[src/rtl/cpu_run_controller.sv]
// Run controller: pulses the cpu reset, watches the PC for a stall or a cycle budget, then freezes the cpu.
// Optional breakpoint comparator enabled with `define CPU_RUN_BREAKPOINT_EN.
//
// state | meaning
// ------+--------------------------------------------------------------
// IDLE  | cpu held in reset, waiting for START
// RST   | cpu reset pulse, RST_PULSE_CYC cycles long
// RUN   | cpu released, cycle counter and stall detector active
// DONE  | cpu frozen in reset, HALTED/TIMEOUT (or BP_HIT) report why
module cpu_run_controller #(
    parameter int PC_WIDTH      = 32,
    parameter int CNT_WIDTH     = 16,
    parameter int RST_PULSE_CYC = 2,
    parameter int HALT_CYC      = 8,
    parameter int MAX_CYC       = 600
) (
    input  logic                 CLK,
    input  logic                 RESET_N,
    input  logic                 START,
    input  logic                 ABORT,
    input  logic [PC_WIDTH-1:0]  PC_IN,
`ifdef CPU_RUN_BREAKPOINT_EN
    input  logic [PC_WIDTH-1:0]  BP_ADDR,
    input  logic                 BP_VALID,
    output logic                 BP_HIT,
`endif
    output logic                 CPU_RESET,
    output logic                 RUNNING,
    output logic                 DONE,
    output logic                 HALTED,
    output logic                 TIMEOUT,
    output logic [CNT_WIDTH-1:0] CYCLE_COUNT
);

    localparam int PW = (RST_PULSE_CYC > 1) ? $clog2(RST_PULSE_CYC) : 1;
    localparam int SW = $clog2(HALT_CYC + 1);

    localparam logic [PW-1:0]        PULSE_LOAD = PW'(RST_PULSE_CYC - 1);
    localparam logic [SW-1:0]        HALT_LAST  = SW'(HALT_CYC - 1);
    localparam logic [CNT_WIDTH-1:0] MAX_COUNT  = CNT_WIDTH'(MAX_CYC);

    typedef enum logic [1:0] {
        S_IDLE = 2'd0,
        S_RST  = 2'd1,
        S_RUN  = 2'd2,
        S_DONE = 2'd3
    } state_t;

    state_t                 state, state_nxt;
    logic [PW-1:0]          pulse_cnt, pulse_nxt;
    logic [SW-1:0]          stall_cnt, stall_nxt, stall_inc;
    logic [PC_WIDTH-1:0]    last_pc, last_pc_nxt;
    logic [CNT_WIDTH-1:0]   count_nxt, count_inc;
    logic                   halted_nxt, timeout_nxt;
    logic                   bp_hit_q, bp_hit_nxt;
    logic                   bp_match;

`ifdef CPU_RUN_BREAKPOINT_EN
    assign bp_match = BP_VALID && (PC_IN == BP_ADDR);
    assign BP_HIT   = bp_hit_q;
`else
    assign bp_match = 1'b0;
`endif

    // Outputs decode the state register only, so no input reaches an output combinationally.
    assign CPU_RESET = (state != S_RUN);
    assign RUNNING   = (state == S_RUN);
    assign DONE      = (state == S_DONE);

    assign stall_inc = (PC_IN == last_pc) ? stall_cnt + 1'b1 : '0;
    assign count_inc = (&CYCLE_COUNT) ? CYCLE_COUNT : CYCLE_COUNT + 1'b1;

    always_comb begin
        state_nxt   = state;
        pulse_nxt   = pulse_cnt;
        stall_nxt   = stall_cnt;
        last_pc_nxt = last_pc;
        count_nxt   = CYCLE_COUNT;
        halted_nxt  = HALTED;
        timeout_nxt = TIMEOUT;
        bp_hit_nxt  = bp_hit_q;

        if (ABORT) begin
            state_nxt   = S_IDLE;
            halted_nxt  = 1'b0;
            timeout_nxt = 1'b0;
            bp_hit_nxt  = 1'b0;
        end else begin
            unique case (state)
                S_IDLE, S_DONE: begin
                    if (START) begin
                        state_nxt   = S_RST;
                        pulse_nxt   = PULSE_LOAD;
                        count_nxt   = '0;
                        halted_nxt  = 1'b0;
                        timeout_nxt = 1'b0;
                        bp_hit_nxt  = 1'b0;
                    end
                end
                S_RST: begin
                    if (pulse_cnt == '0) begin
                        state_nxt   = S_RUN;
                        stall_nxt   = '0;
                        last_pc_nxt = PC_IN;
                    end else begin
                        pulse_nxt = pulse_cnt - 1'b1;
                    end
                end
                S_RUN: begin
                    count_nxt   = count_inc;
                    stall_nxt   = stall_inc;
                    last_pc_nxt = PC_IN;
                    // Breakpoint beats halt, halt beats timeout.
                    if (bp_match) begin
                        state_nxt  = S_DONE;
                        bp_hit_nxt = 1'b1;
                    end else if (stall_inc == HALT_LAST) begin
                        state_nxt  = S_DONE;
                        halted_nxt = 1'b1;
                    end else if (count_inc >= MAX_COUNT) begin
                        state_nxt   = S_DONE;
                        timeout_nxt = 1'b1;
                    end
                end
                default: state_nxt = S_IDLE;
            endcase
        end
    end

    always_ff @(posedge CLK or negedge RESET_N) begin
        if (!RESET_N) begin
            state       <= S_IDLE;
            pulse_cnt   <= '0;
            stall_cnt   <= '0;
            last_pc     <= '0;
            CYCLE_COUNT <= '0;
            HALTED      <= 1'b0;
            TIMEOUT     <= 1'b0;
            bp_hit_q    <= 1'b0;
        end else begin
            state       <= state_nxt;
            pulse_cnt   <= pulse_nxt;
            stall_cnt   <= stall_nxt;
            last_pc     <= last_pc_nxt;
            CYCLE_COUNT <= count_nxt;
            HALTED      <= halted_nxt;
            TIMEOUT     <= timeout_nxt;
            bp_hit_q    <= bp_hit_nxt;
        end
    end

endmodule

[config.mk]
export PLATFORM = sky130hd
export DESIGN_NAME = cpu_run_controller
export DESIGN_NICKNAME = d
export VERILOG_FILES = /design/src/rtl/cpu_run_controller.sv
export SDC_FILE = /design/constraint.sdc
export NUM_CORES = 1
export LEC_CHECK = 0
export BUFFER_PORTS_ARGS = -buffer_cell sky130_fd_sc_hd__buf_2
export CORE_ASPECT_RATIO = 1.5
export CORE_MARGIN = 4
export CORE_UTILIZATION = 50
export DETAILED_ROUTE_END_ITERATION = 16
export MAX_ROUTING_LAYER = met4
export PLACE_DENSITY = 0.72
export REMOVE_ABC_BUFFERS = 1
export SLEW_MARGIN = 20
export SYNTH_ARGS = -nofsm -noshare
export SYNTH_HDL_FRONTEND = slang
export SYNTH_SLANG_ARGS = --single-unit
[constraint.sdc]
create_clock -name CLK -period 3.3 [get_ports CLK]
set_input_delay 0.33 -clock CLK [delete_from_list [all_inputs] [get_ports CLK]]
set_output_delay 0.33 -clock CLK [all_outputs]
set_load 0.02 [all_outputs]
# Yosys cells after proc, flatten, opt, wreduce, memory -nomap -nowiden
# Cells that the tools add are included.
[word_totals]
rom_bits = 0
reg_bits = 57
mem_count = 0
in_bits = 36
out_inout_bits = 21
ramBits = 0
wordCells = 64
latch_bits = 0
[op_classes]
n_div = 0
n_reduce_logical = 13
n_shift = 0
mul = 0
n_addsub = 3
magnitude_cmp = 1
bitwise_logic = 1
eq_ne = 14
mux = 25
[op_table]
columns = ["cell", "n"]
rows = [
  ["$pmux 32 s2", 1],
  ["$eq 32x32->1", 1],
  ["$mux 16", 2],
  ["$mux 32", 1],
  ["$pmux 16 s2", 1],
  ["$add 16x1->16 const B", 1],
  ["$ge 16x10->1 const B", 1],
  ["$reduce_and 16->1", 1],
  ["$reduce_and 3->1", 5],
  ["$mux 2", 5],
  ["$ne 3x3->1 const B", 3],
  ["$mux 1", 8],
  ["$mux 4", 2],
  ["$pmux 4 s2", 1],
  ["$ne 2x2->1 const B", 3],
  ["$ne 3x2->1 const B", 2],
  ["$pmux 1 s2", 3],
  ["$pmux 2 s3", 1],
  ["$reduce_bool 2->1", 3],
  ["$add 4x1->4 const B", 1],
  ["$eq 2x2->1 const B", 2],
  ["$eq 4x3->1 const B", 1],
  ["$ne 4x2->1 const B", 1],
  ["$reduce_and 4->1", 1],
  ["6 further kinds", 6],
]

# Logic depth before layout (Yosys ltp)
# Gate-level depths: netlist of the first run.
[logic_depth]
word_depth = 7
ltp_mapped = 9
ltp_nobuf = 8

# Least setup slack after synthesis of the first run
# No wires, ideal clock.
[synth_timing]
kind = "reg-to-reg"
start = "reg CYCLE_COUNT[0]"
end = "reg state[0]"
slack_ns = 0.757
stages_incl_launch_ff = 9
period_less_slack_ns = 2.543
n_path_buf = 0
setup_ns = 0.121
arrival_ns = 2.421
required_ns = 3.179
cell_sequence = "dfrtp_1 > ha_1 > nand4_4 > or4_1 > o211ai_2 > a221oi_2 > o2111ai_2 > nand2_1 > a32o_2"
[synth_between]
elab_chain_len = 5
word_cells_on_any_way = 6
cone_classes = "add/sub (1); order compare (1); eq/ne (1); mux (1); reduce/logical (2)"
[synth_lines]
columns = ["item", "line", "source"]
rows = [
  ["from (decl)", "32", "output logic [CNT_WIDTH-1:0] CYCLE_COUNT"],
  ["from (signal assigned)", "145", "CYCLE_COUNT <= count_nxt;"],
  ["$add 16x1->16 or $reduce_and 16->1 (tied branches)", "71", "assign count_inc = (&CYCLE_COUNT) ? CYCLE_COUNT : CYCLE_COUNT + 1'b1;"],
  ["$mux 16 *", "71", ""],
  ["$ge 16x10->1 *", "120", "end else if (count_inc >= MAX_COUNT) begin"],
  ["$ne 4x2->1 (no source line) *", "--", ""],
  ["$reduce_and 3->1 (no source line) *", "--", ""],
  ["to (signal assigned)", "141", "state <= state_nxt;"],
  ["to (decl)", "49", "state_t state, state_nxt;"],
]
# Every way passes the cells marked *; elsewhere a longest branch is shown, timed or not.
# A chain may end at the register's enable or synchronous reset.

# Worst setup path in the final report of the first run
# Same ends and word-level chain as after synthesis.

==> reports/qor.csv, run 1 <==
metric,value,unit
Hold Path End,last_pc[14],
final worst path period share,0.795,
pwr/cell area,683,mW/mm²
final WL,7670,µm
Synth top area share,0.433,
clock sink count,57,
FF-to-FF setup slack,0.68,ns
ANT nets after route,0,
register area share after synthesis,0.433,
Critical Path AT,2.84,ns
Die Y,107,µm
Std-Cell Rows,36,
"commonest non-fill, non-tap cell in the layout",nand2_1,
critical path type,flip-flop to flip-flop,
Peak Freq,0.381,GHz
fin crit period,2.62,ns
Final GP Congestion,0.950,
TritonCTS clock tree,done,
Crit. End Element,flip-flop,
Synth async-reset ratio,1.00,
initial antenna violation count,0,
Slew headroom,0.514,
FF-to-FF path depth,8,
Mapped Area,0.00330,mm²
Post-synth EDFFs,0,
Fillers,573,
setup TNS,0,ns
Pre-antenna DRT Iters,4,
clock-pin transition on the worst setup and hold timing paths,0.06,ns
crit path max fanout,10,
Gate Count Post-Synth,381,
GR peak layer,met2,
layout cell share with drive strength beyond 1,0.216,
pin count of the biggest net entering global routing,33,
R2R Path End,state[0],
die area,0.00798,mm²
Final #Nets,477,
#FFs+latches synth,57,
Hold Crit Depth,3,
top area cells in the synthesized netlist,"dfrtp_1, nand2_1, xnor2_1",
initial core utilization,0.512,
Final Skew,0.00685,ns
gr usage total,0.220,
Worst Hold Class,input pin to flip-flop,
WP data required,3.52,ns
htree depth,3,
"commonest non-fill, non-tap cells in the layout","nand2_1, dfrtp_1, buf_2",
"Avg Cell Area, Syn",8.65,µm²
Num CTS Buffers,9,
Chip Width,74.3,µm
Skew-Pair Late Insertion Delay,0.33,ns
status,completed,
"Slew Viols, Final",0,
Ant. Diodes,0,
vias post-DR,2918,
DRC,0,
# setup viols final,0,
P_leak,1.86,nW
MaxCap Viol Count,0,
PostCTS Resize Cnt,0,
reg2reg start,CYCLE_COUNT[0],
Min-Delay Startpoint,PC_IN[14],
vias per std cell,5.66,
Post-synth top flop,dfrtp_1,
met2 Track Usage GR,0.366,
met3 global-route usage,0.0402,
startpoint types,flip-flop,
fin worst setup slack,0.675,ns
first-pass GRT wire length,13300,µm
Peak supply drop,448,µV
area grow syn2layout,17.8,%
leading area contributor after synthesis,dfrtp_1,
worst slew pin tran,0.728,ns
grt total ovfl,0,
Ys Warns,0,
Clock Tree Buf Depth,2,
met1 usage,0.257,
IO Pins,57,
Initial DRC Count,127,
post-synth cell types,57,
Core ar.,0.00644,mm²
final hold vios,0,
unrepaired setup endpoints after global routing,false,
vias in the first global route,2960,
clock root buffer,clkbuf_8,
post-DR wirelength/cell,14.9,µm
IO buf count,56,
dpl hpwl,5590,µm
Post-Place Worst Slack,0.693,ns
==> cell type report <==
cell class | instances | area (µm²) | area share
clock inverters | 2 | 35.0 | 0.00903
well taps | 76 | 95.1 | 0.0245
inverters | 9 | 33.8 | 0.00870
clock buffers | 13 | 179 | 0.0461
multi-input cells | 295 | 1760 | 0.453
flip-flops and latches | 57 | 1430 | 0.368
repair buffers | 64 | 355 | 0.0916
==> cell usage after synthesis (all sizes together) (8+ instances only) <==
cell,instances
nand2,114
dfrtp,57
o21ai,17
inv,8
a21oi,19
buf,9
nand3,8
nand4,15
nor2,17
clkbuf,11
xnor2,34
==> metal layers <==
metal | vias up | part of all wire
met1 | 1408 | 0.40
met2 | 72 | 0.54
li1 | 1423 | -
met3 | 15 | 0.046
met5 | - | 0
met4 | 0 | 0.018
==> sequential cells by signal (all words and copies together), names as in the netlist <==
name         count
CYCLE_COUNT     16
stall_cnt        4
HALTED           1
TIMEOUT          1
pulse_cnt        1
last_pc         32
state            2
==> worst max-delay path, cell delays in order, from the launching register on <==
cell       delay, ns
dfrtp_1         0.45
ha_1            0.34
nand4_4         0.22
or4_1           0.60
o211ai_2        0.17
a221oi_2        0.11
o2111ai_2       0.27
nand2_1         0.09
a32o_2          0.27
==> power breakdown <==
group | internal [mW] | switching, mW | leakage (nW) | total [mW]
Combinational | 0.380 | 0.510 | 1.01 | 0.891
Clock | 0.426 | 0.269 | 0.112 | 0.695
Sequential | 0.911 | 0.156 | 0.744 | 1.07
Total | 1.72 | 0.936 | 1.86 | 2.65
==> worst max path at each step <==
stage          cells after the start            from        to
2_1_floorplan                      8  CYCLE_COUNT[0]  state[0]
3_3_place_gp                       8  CYCLE_COUNT[0]  state[0]
3_5_place_dp                       8  CYCLE_COUNT[0]  state[0]
4_1_cts                            8  CYCLE_COUNT[0]  state[0]
5_1_grt                            8  CYCLE_COUNT[0]  state[1]
6_report                           8  CYCLE_COUNT[0]  state[0]
==> metrics by stage <==
| stage | std cells | cell area [µm²] | hold WS, ns | util | power (mW) |
|---|---|---|---|---|---|
| after floorplan | 361 | 3210 | 0.0344 | - | 1.69 |
| after global placement | 500 | 3660 | 0.310 | 0.568 | 1.93 |
| after detailed placement | 500 | 3660 | 0.304 | 0.568 | 1.98 |
| after CTS | 516 | 3880 | 0.194 | 0.603 | 2.69 |
| after global routing | 516 | 3880 | 0.208 | 0.603 | 2.87 |
| final | 516 | 3880 | 0.212 | 0.603 | 2.65 |
==> cell families (layout without fill, tap and decap cells) <==
kind of cell    after synthesis  count (layout)  synth area share
fa+ha+maj                     5               5            0.0190
compound gates               73              73             0.156
flops                        57              57             0.433
xor+xnor                     36              36            0.0957
buf+inv                      29              88            0.0353
mux                           4               4            0.0129
simple gates                177             177             0.248
==> repair_timing <==
item / in CTS / in global routing
setup buffers: 0 / 0
hold buffers: 1 / 0
endpoints found under the hold margin: 18 / 0
endpoints found under the setup margin: 0 / 0
Power figures use the tool's default switching activity.
==> run 2: changes to the inputs <==
--- a/config.mk
+++ b/config.mk
@@ -11,7 +11,7 @@
 export CORE_UTILIZATION = 50
 export DETAILED_ROUTE_END_ITERATION = 16
 export MAX_ROUTING_LAYER = met4
-export PLACE_DENSITY = 0.72
+export PLACE_DENSITY = 0.75
 export REMOVE_ABC_BUFFERS = 1
 export SLEW_MARGIN = 20
 export SYNTH_ARGS = -nofsm -noshare
==> constraint.sdc (replaced) <==
create_clock -name CLK -period 2.15 [get_ports CLK]
set_input_delay 0.215 -clock CLK [delete_from_list [all_inputs] [get_ports CLK]]
set_output_delay 0.215 -clock CLK [all_outputs]
set_load 0.02 [all_outputs]
==> reports/qor.csv, run 2 (synthesis results as in run 1) <==
metric,value,unit,change
vias per std cell,5.63,,-0.44%
Peak Freq,0.448,GHz,+18%
setup TNS,-0.143,ns,-0.143 ns
violated checks,setup timing,,
GR peak layer,met2,,
CP peak stage delay,0.39,ns,-0.21 ns
ANT nets after route,0,,unchanged
met2 Track Usage GR,0.397,,+0.0305
status,"complete, but fails checks",,
Final Skew,0.0103,ns,+0.00343 ns
Core ar.,0.00644,mm²,unchanged
gr usage total,0.239,,+0.0192
worst slew pin tran,0.455,ns,-0.274 ns
R2R Path End,state[0],,
slowest CP cell,dfrtp_1,,
"Slew Viols, Final",0,,unchanged
biggest regs,"last_pc: 32 flops, CYCLE_COUNT: 16 flops, stall_cnt: 4 flops",,
"delay-heaviest family, CP",compound AO/OA/AOI/OAI gates,,
Clock Tree Buf Depth,2,,unchanged
crit path max fanout,5,,-5
"commonest non-fill, non-tap cell in the layout",nand2_1,,
clock sink count,57,,unchanged
FF-to-FF setup slack,-0.08,ns,-0.76 ns
Min-Delay Startpoint,PC_IN[31],,
Peak supply drop,666,µV,+49%
Slew headroom,0.697,,+0.182
"Power, Total",4.16,mW,+57%
htree depth,3,,unchanged
pin count of the biggest net entering global routing,33,,unchanged
grt total ovfl,0,,unchanged
Hold Path End,last_pc[31],,
Worst Hold Class,input pin to flip-flop,,
Pre-antenna DRT Iters,4,,unchanged
P_leak,2.10,nW,+13%
IO Pins,57,,unchanged
clock root buffer,clkbuf_8,,
WP data required,2.39,ns,-1.13 ns
met3 global-route usage,0.0439,,+0.00374
# setup viols final,2,,+2
Chip Width,74.3,µm,unchanged
final WL,8670,µm,+13%
initial core utilization,0.512,,unchanged
fin crit period,2.23,ns,-0.394 ns
unrepaired setup endpoints after global routing,true,,
Fillers,528,,-7.9%
Final #Nets,522,,+9.4%
Crit. End Element,flip-flop,,
Largest register FFs,32,,unchanged
area grow syn2layout,31.7,%,
Num CTS Buffers,9,,unchanged
critical path type,flip-flop to flip-flop,,
cells along the critical path,ha_4 -> nand4_4 -> buf_6 -> o311ai_2 -> xor2_1 -> o2111ai_2 -> buf_4 -> a32o_2,,
"Most flops, register",last_pc,,
dpl hpwl,6040,µm,+8.1%
final worst path period share,1.04,,+0.242
initial antenna violation count,0,,unchanged
Std-Cell Rows,36,,unchanged
Ant. Diodes,0,,unchanged
FF-to-FF path depth,8,,unchanged
MaxCap Viol Count,0,,unchanged
Skew-Pair Late Insertion Delay,0.34,ns,about the same
post-DR wirelength/cell,15.4,µm,+3.8%
Hold Crit Depth,3,,unchanged
reg2reg start,CYCLE_COUNT[1],,
pwr/cell area,958,mW/mm²,+40%
vias post-DR,3164,,+8.4%
"commonest non-fill, non-tap cells in the layout","nand2_1, dfrtp_1, buf_2",,
startpoint types,flip-flop,,
final hold vios,0,,unchanged
first-pass GRT wire length,14500,µm,+8.6%
Initial DRC Count,170,,+34%
met1 usage,0.271,,+0.0143
fin worst setup slack,-0.0806,ns,-0.756 ns
DRC,0,,unchanged
Final GP Congestion,1.00,,+5.5%
die area,0.00798,mm²,unchanged
Die Y,107,µm,unchanged
TritonCTS clock tree,done,,
layout cell share with drive strength beyond 1,0.317,,+0.101
vias in the first global route,3244,,+9.6%
clock-pin transition on the worst setup and hold timing paths,0.07,ns,about the same
Critical Path AT,2.47,ns,-0.37 ns
IO buf count,56,,unchanged
WP buf/inv,2,,+2
## run 2: changes by cell type in the layout (fill, tap and decap cells not counted), sizes merged
cell    delta
buf       +45
clkbuf     +1
## run 2: worst max-delay path by stage
stage                         from       end  depth (start not counted)
floorplan           CYCLE_COUNT[0]  state[0]                          8
global placement    CYCLE_COUNT[0]  state[0]                          8
detailed placement  CYCLE_COUNT[0]  state[0]                          8
CTS                 CYCLE_COUNT[3]  state[1]                          8
global route        CYCLE_COUNT[1]  state[0]                          8
finish              CYCLE_COUNT[1]  state[0]                          8
## run 2: per-stage QoR
step	utilization	instance area (µm²)	hold slack, ns	worst slack, ns	instances
detailed placement	0.609	3920	0.187	-0.176	537
global placement	0.609	3920	0.189	-0.105	537
floorplan	-	3210	-0.0806	-0.393	361
global route	0.674	4340	0.101	-0.207	562
finish	0.674	4340	0.0878	-0.0806	562
CTS	0.665	4280	0.0785	-0.0288	560
## run 2: layout make-up
cell class | count | area [µm²] | area share
clock buffers | 14 | 173 | 0.0398
clock inverters | 2 | 35.0 | 0.00807
inverters | 9 | 33.8 | 0.00778
multi-input cells | 295 | 1890 | 0.435
flip-flops and latches | 57 | 1430 | 0.329
well taps | 76 | 95.1 | 0.0219
repair buffers | 109 | 688 | 0.159
## run 2: power by group
| part | internal [mW] | switching (mW) |
|---|---|---|
| Combinational | 0.638 | 0.841 |
| Clock | 0.629 | 0.425 |
| Sequential | 1.40 | 0.230 |
## run 2: worst reg2reg max path: cells and delay by family, from the launching register on
kind | cells | cell delay, ns
xor gates and xnor gates | 1 | 0.26
and+or+nand+nor | 1 | 0.17
buffers and inverters | 2 | 0.39
adders and majority gates | 1 | 0.17
DFF | 1 | 0.39
AOI/OAI and AO/OA | 3 | 0.76
## run 2: routing by layer
metal / wire, µm / vias up
met4: 192 / 0
met2: 4570 / 99
li1: - / 1518
met3: 494 / 20
met5: 0 / -
met1: 3410 / 1527
## run 2: timing repair
item | 4_1_cts | 5_1_grt
resized for setup | 21 | 8
buffers inserted | 6 | 2
hold buffers | 1 | 0
pin swaps | 12 | 6
setup endpoints to repair | 4 | 11
endpoints found under the hold margin | 17 | 0
==> run 3: changes to the inputs <==
--- a/config.mk
+++ b/config.mk
@@ -13,6 +13,7 @@
 export MAX_ROUTING_LAYER = met4
 export PLACE_DENSITY = 0.75
 export REMOVE_ABC_BUFFERS = 1
+export SETUP_SLACK_MARGIN = 0.4
 export SLEW_MARGIN = 20
 export SYNTH_ARGS = -nofsm -noshare
 export SYNTH_HDL_FRONTEND = slang
==> reports/qor.csv, run 3 (synthesis results as in run 1) <==
metric,value,unit,change
MaxCap Viol Count,0,,unchanged
Peak supply drop,682,µV,+2.3%
post-DR wirelength/cell,16.8,µm,+8.6%
"commonest non-fill, non-tap cell in the layout",nand2_1,,
"Most flops, register",last_pc,,
clock-pin transition on the worst setup and hold timing paths,0.07,ns,about the same
Num CTS Buffers,9,,unchanged
clock root buffer,clkbuf_8,,
unrepaired setup endpoints after global routing,true,,
Final GP Congestion,1.00,,unchanged
metal3 WL,460,µm,-6.9%
Crit. End Element,flip-flop,,
"commonest non-fill, non-tap cells in the layout","nand2_1, buf_4, buf_2",,
P_int,2.82,mW,+5.9%
Min-Delay Startpoint,PC_IN[31],,
Std-Cell Rows,36,,unchanged
pin count of the biggest net entering global routing,33,,unchanged
worst slew pin tran,0.460,ns,+0.00528 ns
layout cell share with drive strength beyond 1,0.384,,+0.0668
R2R Path End,state[1],,
crit path max fanout,7,,+2
FF-to-FF path depth,9,,+1
DR WL met2,5210,µm,+14%
pwr/cell area,946,mW/mm²,-1.3%
DRC,0,,unchanged
vias post-DR,3292,,+4.0%
Clock Power Share,0.240,,-0.013
Peak Freq,0.428,GHz,-4.4%
status,"complete, but fails checks",,
sequential share of power,0.368,,-0.023
Largest register FFs,32,,unchanged
critical path type,flip-flop to flip-flop,,
biggest regs,"last_pc: 32 flops, CYCLE_COUNT: 16 flops, stall_cnt: 4 flops",,
final hold vios,0,,unchanged
Highest Signal Layer,met4,,
Pre-antenna DRT Iters,4,,unchanged
fin util,0.728,,+0.0536
initial core utilization,0.512,,unchanged
WP data required,2.43,ns,+0.04 ns
Slew headroom,0.693,,-0.00352
first-pass GRT wire length,15000,µm,+3.7%
violated checks,setup timing,,
Chip Width,74.3,µm,unchanged
Die Y,107,µm,unchanged
ANT nets after route,0,,unchanged
Fillers,486,,-8.0%
startpoint types,flip-flop,,
Initial DRC Count,155,,-8.8%
vias in the first global route,3290,,+1.4%
Final Skew,0.0106,ns,+0.000327 ns
"Slew Viols, Final",0,,unchanged
Final #Nets,539,,+3.3%
Hold Path End,last_pc[31],,
fin worst setup slack,-0.184,ns,-0.104 ns
gr usage total,0.249,,+0.0101
dpl hpwl,6040,µm,unchanged
clock sink count,57,,unchanged
# setup viols final,3,,+1
Hold Crit Depth,3,,unchanged
P_leak,2.22,nW,+5.6%
"Power, Total",4.43,mW,+6.5%
IO buf count,56,,unchanged
reg2reg start,CYCLE_COUNT[0],,
vias per std cell,5.69,,+0.99%
grt total ovfl,0,,unchanged
NetSw,1.61,mW,+7.6%
IO Pins,57,,unchanged
Worst Hold Class,input pin to flip-flop,,
Clock Tree Buf Depth,2,,unchanged
Comb pwr share,0.392,,+0.037
final worst path period share,1.09,,+0.0482
die area,0.00798,mm²,unchanged
htree depth,3,,unchanged
switching share of power,0.363,,+0.00375
WL met1,3710,µm,+8.7%
final WL,9700,µm,+12%
Core ar.,0.00644,mm²,unchanged
Skew-Pair Late Insertion Delay,0.34,ns,about the same
Ant. Diodes,0,,unchanged
fin crit period,2.33,ns,+0.104 ns
area grow syn2layout,42.2,%,
initial antenna violation count,0,,unchanged
FF-to-FF setup slack,-0.18,ns,-0.10 ns
TritonCTS clock tree,done,,
Critical Path AT,2.61,ns,+0.14 ns
run 3: cell types whose count changed in the layout (fill, tap and decap cells not counted), sizes merged:
cell	change
nand2	+1
buf	+15
clkbuf	+1
run 3: cell type report:
| class | count | area (µm²) | area share |
|---|---|---|---|
| multi-input cells | 296 | 2040 | 0.436 |
| flip-flops and latches | 57 | 1430 | 0.305 |
| repair buffers | 125 | 876 | 0.187 |
| clock buffers | 14 | 173 | 0.0368 |
| well taps | 76 | 95.1 | 0.0203 |
| clock inverters | 2 | 35.0 | 0.00747 |
| inverters | 9 | 33.8 | 0.00721 |
run 3: worst max path at each step:
| stage | from | endpoint | slack (ns) | cells after the start |
|---|---|---|---|---|
| finish | CYCLE_COUNT[0] | state[1] | -0.18 | 9 |
| global route | CYCLE_COUNT[0] | state[1] | -0.26 | 9 |
| CTS | CYCLE_COUNT[3] | state[1] | -0.03 | 8 |
| detailed placement | CYCLE_COUNT[0] | state[0] | -0.18 | 8 |
| global placement | CYCLE_COUNT[0] | state[0] | -0.11 | 8 |
| floorplan | CYCLE_COUNT[0] | state[0] | -0.39 | 8 |
run 3: power by group through the flow:
stage	clock network (mW)	registers, mW	logic, mW
after global routing	1.13	1.67	1.93
after detailed placement	0	1.64	1.45
after floorplan	0	1.62	0.971
after global placement	0	1.62	1.40
after CTS	1.07	1.63	1.56
final	1.06	1.63	1.74
run 3: per-layer routing:
| metal | GRT usage | up-vias |
|---|---|---|
| met3 | 0.0542 | 33 |
| met2 | 0.423 | 110 |
| met4 | 0.0967 | 0 |
| li1 | - | 1548 |
| met1 | 0.281 | 1601 |
| met5 | - | - |
run 3: stage by stage:
step	std cells	instance area (µm²)	setup TNS (ns)	setup slack, ns	hold WS (ns)
floorplan	361	3210	-10.98	-0.393	-0.0806
global placement	537	3920	-0.193	-0.105	0.189
detailed placement	537	3920	-0.465	-0.176	0.187
CTS	565	4420	-0.0524	-0.0287	0.0785
global route	579	4690	-0.666	-0.265	0.0938
finish	579	4690	-0.365	-0.184	0.0886
run 3: repair_timing:
| action | 4_1_cts | 5_1_grt |
|---|---|---|
| pin swaps | 38 | 19 |
| hold endpoints to repair | 17 | 0 |
| endpoints found under the setup margin | 54 | 58 |
| gates resized for setup | 51 | 27 |
| hold buffers | 1 | 0 |
| gates cloned | 1 | 1 |
| setup buffers | 10 | 13 |
run 3: critical path, stage by stage (launching register included):
cell,delay (ns)
dfrtp_1,0.41
buf_4,0.18
nand4_1,0.19
nor2_2,0.22
buf_4,0.13
o21ai_1,0.13
a221oi_4,0.34
o2111ai_2,0.17
a311oi_1,0.34
a31o_1,0.16
